===== src/rtl/pipeline_fetch_stage_pkg.sv =====
// Shared fetch-stage constants and the next-PC source selector.
// The exception vectors and NOP are also used by the ID and exception logic.
package pipeline_fetch_stage_pkg;

    localparam logic [31:0] RESET_VEC = 32'h8000_0000;
    localparam logic [31:0] IRQ_VEC   = 32'h8000_0004;
    localparam logic [31:0] ILLOP_VEC = 32'h8000_0008;
    localparam logic [31:0] NOP       = 32'h0000_0000;
    localparam int          ROM_AW    = 7;

    // One entry per row of the per-edge priority table (reset handled separately).
    typedef enum logic [2:0] {
        SEL_BRANCH,
        SEL_ILLOP,
        SEL_IRQ,
        SEL_STALL,
        SEL_JUMP,
        SEL_SEQ
    } pc_sel_e;

    // Sequential successor: bit31 (supervisor) is carried, never set by the add.
    function automatic logic [31:0] pcPlus4(input logic [31:0] pc);
        return {pc[31], pc[30:0] + 31'd4};
    endfunction

endpackage


===== src/rtl/pipeline_fetch_stage_if_id_reg.sv =====
// IF/ID pipeline register: flush inserts a bubble, hold freezes the contents.
// Flush outranks hold so redirects can squash a stalled fetch.
module pipeline_if_id_reg
    import pipeline_fetch_stage_pkg::*;
(
    input  logic        clk,
    input  logic        reset,
    input  logic        i_hold,
    input  logic        i_flush,
    input  logic [31:0] i_instr,
    input  logic [31:0] i_pc_plus4,
    output logic [31:0] o_instr,
    output logic [31:0] o_pc_plus4,
    output logic        o_valid
);

    logic [31:0] r_instr;
    logic [31:0] r_pc_plus4;
    logic        r_valid;

    always_ff @(posedge clk) begin
        if (reset || i_flush) begin
            r_instr    <= NOP;
            r_pc_plus4 <= 32'h0;
            r_valid    <= 1'b0;
        end else if (!i_hold) begin
            r_instr    <= i_instr;
            r_pc_plus4 <= i_pc_plus4;
            r_valid    <= 1'b1;
        end
    end

    assign o_instr    = r_instr;
    assign o_pc_plus4 = r_pc_plus4;
    assign o_valid    = r_valid;

endmodule


===== src/rtl/pipeline_fetch_stage.sv =====
// IF stage of the 5-stage MIPS pipeline: PC register, next-PC priority mux,
// ROM address decode, IF/ID register and a count of valid fetched instructions.
module pipeline_fetch_stage
    import pipeline_fetch_stage_pkg::*;
#(
    parameter logic [31:0] P_RESET_VEC = RESET_VEC,
    parameter logic [31:0] P_IRQ_VEC   = IRQ_VEC,
    parameter logic [31:0] P_ILLOP_VEC = ILLOP_VEC
) (
    input  logic              clk,
    input  logic              reset,
    input  logic              stall,
    input  logic              ex_branch_taken,
    input  logic [31:0]       ex_branch_target,
    input  logic              id_jump,
    input  logic [31:0]       id_jump_target,
    input  logic              id_illop,
    input  logic              irq_req,
    input  logic [31:0]       rom_instr,
    output logic [ROM_AW-1:0] rom_addr,
    output logic              rom_enable,
    output logic [31:0]       pc,
    output logic [31:0]       if_id_instr,
    output logic [31:0]       if_id_pc_plus4,
    output logic              if_id_valid,
    output logic [31:0]       fetch_count
);

    logic [31:0] r_pc;
    logic [31:0] r_fetch_count;
    logic [31:0] w_pc_plus4;
    logic [31:0] w_pc_next;
    pc_sel_e     w_sel;
    logic        w_flush;
    logic        w_hold;

    assign w_pc_plus4 = pcPlus4(r_pc);

    // Redirects from later stages beat the load-use stall; a user-mode PC is
    // the only thing that lets a pending interrupt in.
    always_comb begin
        w_sel = SEL_SEQ;
        if (ex_branch_taken)
            w_sel = SEL_BRANCH;
        else if (id_illop)
            w_sel = SEL_ILLOP;
        else if (irq_req && !r_pc[31])
            w_sel = SEL_IRQ;
        else if (stall)
            w_sel = SEL_STALL;
        else if (id_jump)
            w_sel = SEL_JUMP;
    end

    always_comb begin
        w_pc_next = w_pc_plus4;
        case (w_sel)
            SEL_BRANCH: w_pc_next = ex_branch_target;
            SEL_ILLOP:  w_pc_next = P_ILLOP_VEC;
            SEL_IRQ:    w_pc_next = P_IRQ_VEC;
            SEL_STALL:  w_pc_next = r_pc;
            SEL_JUMP:   w_pc_next = id_jump_target;
            default:    w_pc_next = w_pc_plus4;
        endcase
    end

    assign w_flush = (w_sel == SEL_BRANCH) || (w_sel == SEL_ILLOP) ||
                     (w_sel == SEL_IRQ)    || (w_sel == SEL_JUMP);
    assign w_hold  = (w_sel == SEL_STALL);

    always_ff @(posedge clk) begin
        if (reset) begin
            r_pc          <= P_RESET_VEC;
            r_fetch_count <= 32'h0;
        end else begin
            r_pc <= w_pc_next;
            if (w_sel == SEL_SEQ)
                r_fetch_count <= r_fetch_count + 32'd1;
        end
    end

    pipeline_if_id_reg u_if_id (
        .clk        (clk),
        .reset      (reset),
        .i_hold     (w_hold),
        .i_flush    (w_flush),
        .i_instr    (rom_instr),
        .i_pc_plus4 (w_pc_plus4),
        .o_instr    (if_id_instr),
        .o_pc_plus4 (if_id_pc_plus4),
        .o_valid    (if_id_valid)
    );

    // ROM covers pc[30:9]==0 in both user and supervisor halves.
    assign rom_addr    = r_pc[ROM_AW+1:2];
    assign rom_enable  = (r_pc[30:9] == 22'h0);
    assign pc          = r_pc;
    assign fetch_count = r_fetch_count;

endmodule


===== config.mk =====
export PLATFORM = sky130hd
export DESIGN_NAME = pipeline_fetch_stage
export DESIGN_NICKNAME = d
export VERILOG_FILES = /design/src/rtl/pipeline_fetch_stage_pkg.sv /design/src/rtl/pipeline_fetch_stage_if_id_reg.sv /design/src/rtl/pipeline_fetch_stage.sv
export SDC_FILE = /design/constraint.sdc
export NUM_CORES = 1
export LEC_CHECK = 0
export BUFFER_PORTS_ARGS = -buffer_cell sky130_fd_sc_hd__buf_2
export CAP_MARGIN = 20
export CORE_MARGIN = 8
export CORE_UTILIZATION = 49
export DETAILED_ROUTE_END_ITERATION = 7
export HOLD_SLACK_MARGIN = 0.06
export PLACE_DENSITY = 0.82
export SLEW_MARGIN = 20
export SYNTH_ARGS = -nofsm -noshare
export SYNTH_HDL_FRONTEND = slang
export SYNTH_SLANG_ARGS = --single-unit

===== constraint.sdc =====
create_clock -name clk -period 2.6 [get_ports clk]
set_clock_uncertainty 0.05 [all_clocks]
set_input_delay 0.39 -clock clk [delete_from_list [all_inputs] [get_ports clk]]
set_output_delay 0.39 -clock clk [all_outputs]
set_load 0.03 [all_outputs]

==> flow_summary.json, run 1 <==
{
  "max_freq_mhz": 411,
  "wl_per_cell_microns": 18.3,
  "syn2layout_area_growth_pct": 31.4,
  "final_cell_mix": "239 x buf_2, 129 x dfxtp_1, 100 x nand2_1",
  "routed_wl_microns": 20300,
  "finalSetupViolations": 0,
  "first_pass_iters": 8,
  "syn-num-nets": 839,
  "clk_latency_ps": 420,
  "worst_slack_ps": 167,
  "internal-power_mw": 3.66,
  "multi_input_area_sq_mm": 0.00309,
  "seq_power_share_pct": 41.5,
  "use_met1_pct": 27.2,
  "worstReg2RegStart": "pc[2]",
  "avgSynthCellArea_sq_um": 8.23,
  "io_pins": 240,
  "violations": "design-rule violations",
  "hold-path-endpoint": "u_if_id.o_instr[0]",
  "hp-start": "rom_instr[0]",
  "place_ws_ps": 169,
  "htreeDepth": 4,
  "crit_type": "reg2out",
  "crit_path_start_kind": "register",
  "final-hold-violation-count": 0,
  "clkSinkCount": 129,
  "gp_congestion": 0.885,
  "mostFrequentLayoutCell": "buf_2",
  "cts_tree": "done",
  "dieArea_sq_mm": 0.0161,
  "core_area_sq_mm": 0.0120,
  "critPathMaxFanout": 8,
  "final.setup.tns_ps": 0,
  "ys_types": 55,
  "clockRootBuffer": "clkbuf_16",
  "vias": 6416,
  "holdWs_ps": 157,
  "cp_cell_sequence": "nor4_1, nand4_1, nor4_1, buf_2",
  "syn-cell-area_sq_mm": 0.00604,
  "overflow": 0,
  "drc": 1,
  "p_leak_nw": 3.41,
  "min_period_ps": 2430,
  "setup.worst_path.end_class": "output pin",
  "relSlewSlack_pct": 45.5,
  "p_per_area_mw_per_mm2": 630,
  "grt_util_met3_pct": 9.48,
  "ys.flop_type": "dfxtp_1",
  "finish.utilization_pct": 66.1,
  "critPathArrivalTime_ps": 1990,
  "drive_gt1_share_pct": 33.3,
  "dr.first_iter.drc_count": 620,
  "max_stage_delay_ps": 510,
  "clock_path_buffers": 2,
  "grt_use_met2_pct": 40.0,
  "die_h_microns": 127,
  "die_w_microns": 127,
  "ant_nets": 0,
  "synth_edf_count": 0,
  "ir_drop_uv": 396,
  "yosysWarnings": 0,
  "grt_pass1_wl_microns": 32100,
  "grt_max_degree": 46,
  "netSwitchingPower_mw": 1.34,
  "pwr-share-clk_pct": 47.9,
  "cts.hold.buffers_added": 0,
  "vias_per_cell": 5.76,
  "dp_hpwl_microns": 15000,
  "grtUsageTotal_pct": 24.5,
  "worstHoldPathCells": 3,
  "start_util_pct": 50.3,
  "seq_area_sq_mm": 0.00258,
  "postCtsSetupRepairBufs": 0,
  "status": "finished with violations",
  "rsz0062_at_grt": "false",
  "cpMaxStageDelayCell": "nor4_1",
  "numCtsBuffers": 17,
  "r2r-end": "pc[24]",
  "top_usage_layer": "met2",
  "async_flop_share_pct": 0,
  "comb_power_share_pct": 10.6,
  "grt_pass1_vias": 6184,
  "max_slew.worst_pin.slew_ps": 818,
  "netlist_instances": 734,
  "maxCapViolCount": 0,
  "synth_seq_cells": 129,
  "worst_ep_required_time_ps": 2160,
  "hold_class": "in2reg",
  "switching_share_pct": 26.8,
  "nNetsFinal": 1054,
  "ys_seq_area_share_pct": 42.8,
  "ff2ff_setup_slack_ps": 290,
  "antenna_found_initial": 8,
  "slew_violations": 0,
  "n_fill_cell": 1045,
  "rows": 40,
  "io_buffer_count": 239,
  "power_mw": 5.00,
  "path_clk_slew_ps": 60,
  "crit_path_frequent_cell": "nor4_1",
  "finalCritPeriodShare_pct": 93.6,
  "reg2reg_depth": 6
}
## cells in the mapped netlist (all sizes together), types with 6 or more instances
cell type	number	area share (%)
and3	11	1.1
nor4	24	2.7
inv	15	0.93
a22oi	9	1.1
nor3	18	2.2
or3	9	0.93
xor2	13	1.9
clkbuf	48	3.0
xnor2	42	6.1
a222oi	18	3.0
nor2	68	4.4
buf	22	2.4
o21ai	31	2.6
nand2	100	6.2
a211oi	8	0.99
a21oi	70	5.8
o22ai	18	1.9
a211o	6	0.87
dfxtp	129	43
nand3	20	1.8
nand4	15	1.7
## timing repair
item | 4_1_cts | 5_1_grt
endpoints found under the hold margin | 0 | 0
setup endpoints to repair | 0 | 1
gates resized for setup | 0 | 1
## logic make-up (layout without fill, tap and decap cells)
group           count (synthesis)  after routing  synth area share (%)
simple gates                  288            288                  24.1
compound gates                172            172                  18.0
flops                         129            129                  42.8
buf+inv                        85            313                  6.30
xor+xnor                       55             55                  7.98
mux                             3              3                 0.497
fa+ha+maj                       2              2                 0.414
other cells                     0              5                     0
## state kept, by name, summed over array words and instances (netlist names)
register and cells:
u_if_id.o_valid 1, pc 32, u_if_id.o_instr 32, u_if_id.o_pc_plus4 32, fetch_count 32
## power by group through the flow
stage | registers [mW] | logic, mW | clock network, mW
final | 2.08 | 0.529 | 2.40
after floorplan | 2.18 | 0.260 | 0
after global routing | 2.08 | 0.567 | 2.51
after detailed placement | 2.12 | 0.524 | 0
after global placement | 2.11 | 0.521 | 0
after CTS | 2.07 | 0.527 | 2.42
## how the worst max path moves through the flow
stage,start,end,slack (ps),depth (start not counted)
5_1_grt,pc[10],rom_enable,80,4
3_3_place_gp,pc[2],pc[28],290,6
4_1_cts,pc[2],pc[24],120,6
2_1_floorplan,pc[14],rom_enable,100,3
6_report,pc[10],rom_enable,170,4
3_5_place_dp,pc[2],pc[28],170,6
## critical path, delay by kind of cell (launching register included)
| family | cells | cell delay (ps) |
|---|---|---|
| buffers and inverters | 1 | 260 |
| DFF | 1 | 390 |
| and+or+nand+nor | 3 | 930 |
## layout make-up
| cell class | count | area share, % |
|---|---|---|
| Tap cell | 147 | 2.32 |
| Antenna cell | 5 | 0.158 |
| Sequential cell | 129 | 32.5 |
| Clock inverter | 14 | 1.96 |
| Clock buffer | 18 | 5.53 |
| Multi-Input combinational cell | 520 | 39.0 |
| Timing Repair Buffer | 266 | 17.8 |
| Inverter | 15 | 0.710 |
## metal layers
metal	up-vias	share of wire (%)
met5	-	0.16
met4	6	3.5
met3	68	9.3
met2	280	47
met1	3011	40
li1	3051	-
## metrics by stage
stage,instances,instance area (sq um)
after CTS,1109,7920
after global placement,1077,7320
final,1114,7940
after global routing,1114,7940
after floorplan,734,6040
after detailed placement,1077,7320
No activity file was read; power rests on OpenSTA's default activity.
==> run 2, diff against run 1 <==
--- a/config.mk
+++ b/config.mk
@@ -7,11 +7,13 @@
 export LEC_CHECK = 0
 export BUFFER_PORTS_ARGS = -buffer_cell sky130_fd_sc_hd__buf_2
 export CAP_MARGIN = 20
+export CELL_PAD_IN_SITES_DETAIL_PLACEMENT = 2
+export CELL_PAD_IN_SITES_GLOBAL_PLACEMENT = 2
 export CORE_MARGIN = 8
-export CORE_UTILIZATION = 49
+export CORE_UTILIZATION = 27
 export DETAILED_ROUTE_END_ITERATION = 7
 export HOLD_SLACK_MARGIN = 0.06
-export PLACE_DENSITY = 0.82
+export PLACE_DENSITY = 0.81
 export SLEW_MARGIN = 20
 export SYNTH_ARGS = -nofsm -noshare
 export SYNTH_HDL_FRONTEND = slang
==> flow_summary.json, run 2 (synthesis gave the netlist of run 1 again) <==
{
  "syn2layout_area_growth_pct": 35.0,
  "dr_wl_met3_microns": 1920,
  "hold_class": "in2reg",
  "start_util_pct": 27.6,
  "slew_violations": 0,
  "dr.first_iter.drc_count": 372,
  "rsz0062_at_grt": "false",
  "finalCritPeriodShare_pct": 96.3,
  "core_area_sq_mm": 0.0219,
  "vias_per_cell": 5.20,
  "grt_max_degree": 46,
  "dp_cells": 1218,
  "final_cell_mix": "239 x buf_2, 129 x dfxtp_1, 100 x nand2_1",
  "clock_path_buffers": 2,
  "grtUsageTotal_pct": 19.6,
  "antenna_found_initial": 10,
  "top_layer": "met5",
  "p_per_area_mw_per_mm2": 626,
  "dp_hpwl_microns": 20400,
  "die_h_microns": 166,
  "drc": 0,
  "rows": 54,
  "multi_input_area_sq_mm": 0.00309,
  "overflow": 0,
  "n_fill_cell": 2546,
  "cts.hold.buffers_added": 0,
  "final_area_sq_mm": 0.00815,
  "min_period_ps": 2500,
  "seq_area_sq_mm": 0.00258,
  "place_ws_ps": 131,
  "htreeDepth": 4,
  "critPathArrivalTime_ps": 2060,
  "dieArea_sq_mm": 0.0274,
  "setup.worst_path.end_class": "output pin",
  "routed_wl_microns": 27200,
  "postCtsSetupRepairBufs": 0,
  "mostFrequentLayoutCell": "buf_2",
  "ir_drop_uv": 376,
  "path_clk_slew_ps": 70,
  "wl_per_cell_microns": 21.7,
  "worst_slack_ps": 97.4,
  "maxCapViolCount": 0,
  "crit_type": "reg2out",
  "max_freq_mhz": 400,
  "numCtsBuffers": 17,
  "die_w_microns": 166,
  "stdcell_count": 1252,
  "drive_gt1_share_pct": 33.7,
  "clkSinkCount": 129,
  "placed_cell_area_sq_mm": 0.00755,
  "nNetsFinal": 1062,
  "dr_wl_met2_microns": 13500,
  "cts_tree": "done",
  "final-hold-violation-count": 0,
  "final.setup.tns_ps": 0,
  "gp_congestion": 0.800,
  "ant_nets": 0,
  "clk_latency_ps": 440,
  "vias": 6516,
  "worst_ep_required_time_ps": 2160,
  "relSlewSlack_pct": 42.1,
  "first_pass_iters": 5,
  "cts_resized": 0,
  "power_mw": 5.10,
  "finish.utilization_pct": 37.2,
  "finalSetupViolations": 0,
  "max_slew.worst_pin.slew_ps": 869,
  "grt_pass1_vias": 6969,
  "p_leak_nw": 3.46,
  "critPathMaxFanout": 8,
  "status": "finished clean",
  "crit_path_start_kind": "register",
  "clockRootBuffer": "clkbuf_16",
  "grt_pass1_wl_microns": 41500,
  "io_pins": 240,
  "holdWs_ps": 138,
  "wl_met1_microns": 11200,
  "io_buffer_count": 239
}
==> run 2: path summary, 6_finish.rpt <==
check | cells past startpoint | end | from | slack, ps
worst min register to register | 2 | u_if_id.o_instr[12] | u_if_id.o_instr[12] | 400
worst max-delay path | 5 | rom_enable | pc[9] | 100
worst min-delay path | 3 | u_if_id.o_instr[12] | rom_instr[12] | 140
worst max register to register | 5 | pc[30] | pc[17] | 270
==> run 2: final cells by class <==
cell class	count	area share [%]
multi-input cells	520	37.9
flip-flops and latches	129	31.7
clock inverters	13	1.87
well taps	280	4.30
clock buffers	18	5.39
repair buffers	274	18.0
diodes	3	0.0921
inverters	15	0.691
==> run 2: per-layer routing <==
metal	vias to the layer above	global-route usage, %
li1	3049	-
met1	3222	23.0
met2	188	32.9
met3	43	6.64
met4	14	6.49
met5	-	0
==> run 2: worst max-delay path, cell delays in order, from the launching register on <==
cell and delay [ps]:
dfxtp_1 330, buf_4 170, nor4_1 560, nand4_1 160, nor4_1 170, buf_2 250
==> run 2: power breakdown <==
| group | internal, mW | switching, mW | leakage [nW] |
|---|---|---|---|
| sequential | 2.02 | 0.0539 | 1.05 |
| clock | 1.45 | 1.01 | 0.280 |
| combinational | 0.203 | 0.370 | 2.13 |
| total | 3.67 | 1.43 | 3.46 |
==> run 3, diff against run 2 <==
--- a/config.mk
+++ b/config.mk
@@ -13,7 +13,7 @@
 export CORE_UTILIZATION = 27
 export DETAILED_ROUTE_END_ITERATION = 7
 export HOLD_SLACK_MARGIN = 0.06
-export PLACE_DENSITY = 0.81
+export PLACE_DENSITY = 0.89
 export SLEW_MARGIN = 20
 export SYNTH_ARGS = -nofsm -noshare
 export SYNTH_HDL_FRONTEND = slang
==> flow_summary.json, run 3 (synthesis gave the netlist of run 1 again) <==
{
  "worst_slack_ps": 57.4,
  "max_stage_delay_ps": 560,
  "grt_pass1_vias": 7125,
  "place_ws_ps": 129,
  "routed_wl_microns": 28100,
  "path_clk_slew_ps": 60,
  "clkSinkCount": 129,
  "placed_cell_area_sq_mm": 0.00754,
  "finalSetupViolations": 0,
  "ir_drop_uv": 372,
  "rows": 54,
  "p_leak_nw": 3.47,
  "hold_class": "in2reg",
  "cts.hold.buffers_added": 0,
  "power_mw": 5.16,
  "antenna_found_initial": 8,
  "final.setup.tns_ps": 0,
  "cts_tree": "done",
  "worst_ep_required_time_ps": 2160,
  "vias": 6702,
  "overflow": 0,
  "crit_buf_inv": 2,
  "clockRootBuffer": "clkbuf_16",
  "critPathMaxFanout": 5,
  "numCtsBuffers": 17,
  "gp_congestion": 0.840,
  "finalCritPeriodShare_pct": 97.8,
  "start_util_pct": 27.6,
  "drc": 0,
  "rsz0062_at_grt": "false",
  "io_pins": 240,
  "syn2layout_area_growth_pct": 35.3,
  "cp_cell_sequence": "buf_4, or4_1, nor4_2, buf_2",
  "dp_cells": 1215,
  "maxCapViolCount": 0,
  "critPathArrivalTime_ps": 2100,
  "final_area_sq_mm": 0.00817,
  "min_period_ps": 2540,
  "ant_nets": 0,
  "status": "finished clean",
  "nNetsFinal": 1059,
  "wl_per_cell_microns": 22.5,
  "postCtsSetupRepairBufs": 0,
  "r2r-end": "pc[28]",
  "drive_gt1_share_pct": 33.8,
  "grt_pass1_wl_microns": 41500,
  "grt_max_degree": 46,
  "mostFrequentLayoutCell": "buf_2",
  "crit_path_start_kind": "register",
  "crit_type": "reg2out",
  "dr.first_iter.drc_count": 531,
  "die_h_microns": 166,
  "core_area_sq_mm": 0.0219,
  "ff2ff_setup_slack_ps": 260,
  "clock_path_buffers": 2,
  "stdcell_count": 1251,
  "dieArea_sq_mm": 0.0274,
  "slew_violations": 0,
  "final-hold-violation-count": 0,
  "dp_hpwl_microns": 20400,
  "max_freq_mhz": 393,
  "hold-path-endpoint": "u_if_id.o_instr[23]",
  "hp-start": "rom_instr[23]",
  "relSlewSlack_pct": 37.9,
  "setup.worst_path.end_class": "output pin",
  "reg2reg_depth": 6,
  "clk_latency_ps": 420,
  "critPathTopFamily": "simple AND/OR/NAND/NOR gates",
  "htreeDepth": 4,
  "io_buffer_count": 239,
  "die_w_microns": 166,
  "vias_per_cell": 5.36,
  "worstHoldPathCells": 3,
  "finish.utilization_pct": 37.3,
  "grtUsageTotal_pct": 19.6,
  "p_per_area_mw_per_mm2": 631,
  "holdWs_ps": 156,
  "final_cell_mix": "239 x buf_2, 129 x dfxtp_1, 99 x nand2_1",
  "cpMaxStageDelayCell": "or4_1",
  "worstReg2RegStart": "pc[2]",
  "max_slew.worst_pin.slew_ps": 931,
  "first_pass_iters": 5
}
run 3: cell count changes in the layout (fill, tap and decap cells not counted), moves of 2 or more:
cell,before,now
nor4_2,0,2
inv_6,5,1
clkinv_2,0,4
buf_4,34,30
nor4_1,23,21
clkinvlp_4,3,1
run 3: power by group:
part | leakage, nW | internal, mW | switching [mW]
registers | 1.05 | 2.02 | 0.0564
logic | 2.13 | 0.204 | 0.378
clock network | 0.297 | 1.54 | 0.967
run 3: area by class of cell:
class	count	area (sq um)
antenna	4	10.0
clock buffer	19	443
clock inverter	13	161
fill	2536	13700
inverter	15	56.3
multi-input combinational	520	3110
sequential	129	2580
tap	280	350
timing repair buffer	271	1460
run 3: per-layer routing:
layer | track usage (%) | part of all wire [%] | wire length, microns | vias up
met5 | 0 | 0.20 | 56 | -
met2 | 34.0 | 50 | 14200 | 254
met1 | 22.5 | 39 | 11000 | 3321
li1 | - | - | - | 3052
met4 | 7.35 | 2.8 | 796 | 10
met3 | 5.60 | 7.4 | 2080 | 65
run 3: how the worst max path moves through the flow:
stage	from	end	slack, ps	depth (start not counted)
after floorplan	pc[14]	rom_enable	100	3
after global placement	pc[2]	pc[28]	250	6
after detailed placement	pc[2]	pc[28]	130	6
after CTS	pc[13]	rom_enable	80	4
after global routing	pc[9]	rom_enable	70	5
final	pc[13]	rom_enable	60	4
run 3: repair_timing:
item                       CTS  global route
pin swaps                    0             0
resized for setup            2             1
setup endpoints to repair    1             2
run 3: worst reg2reg max path: cells and delay by family (launching register included):
family | cells | cell delay (ps)
flops | 1 | 350
simple gates | 4 | 1290
compound gates | 1 | 280
fa+ha+maj | 1 | 260
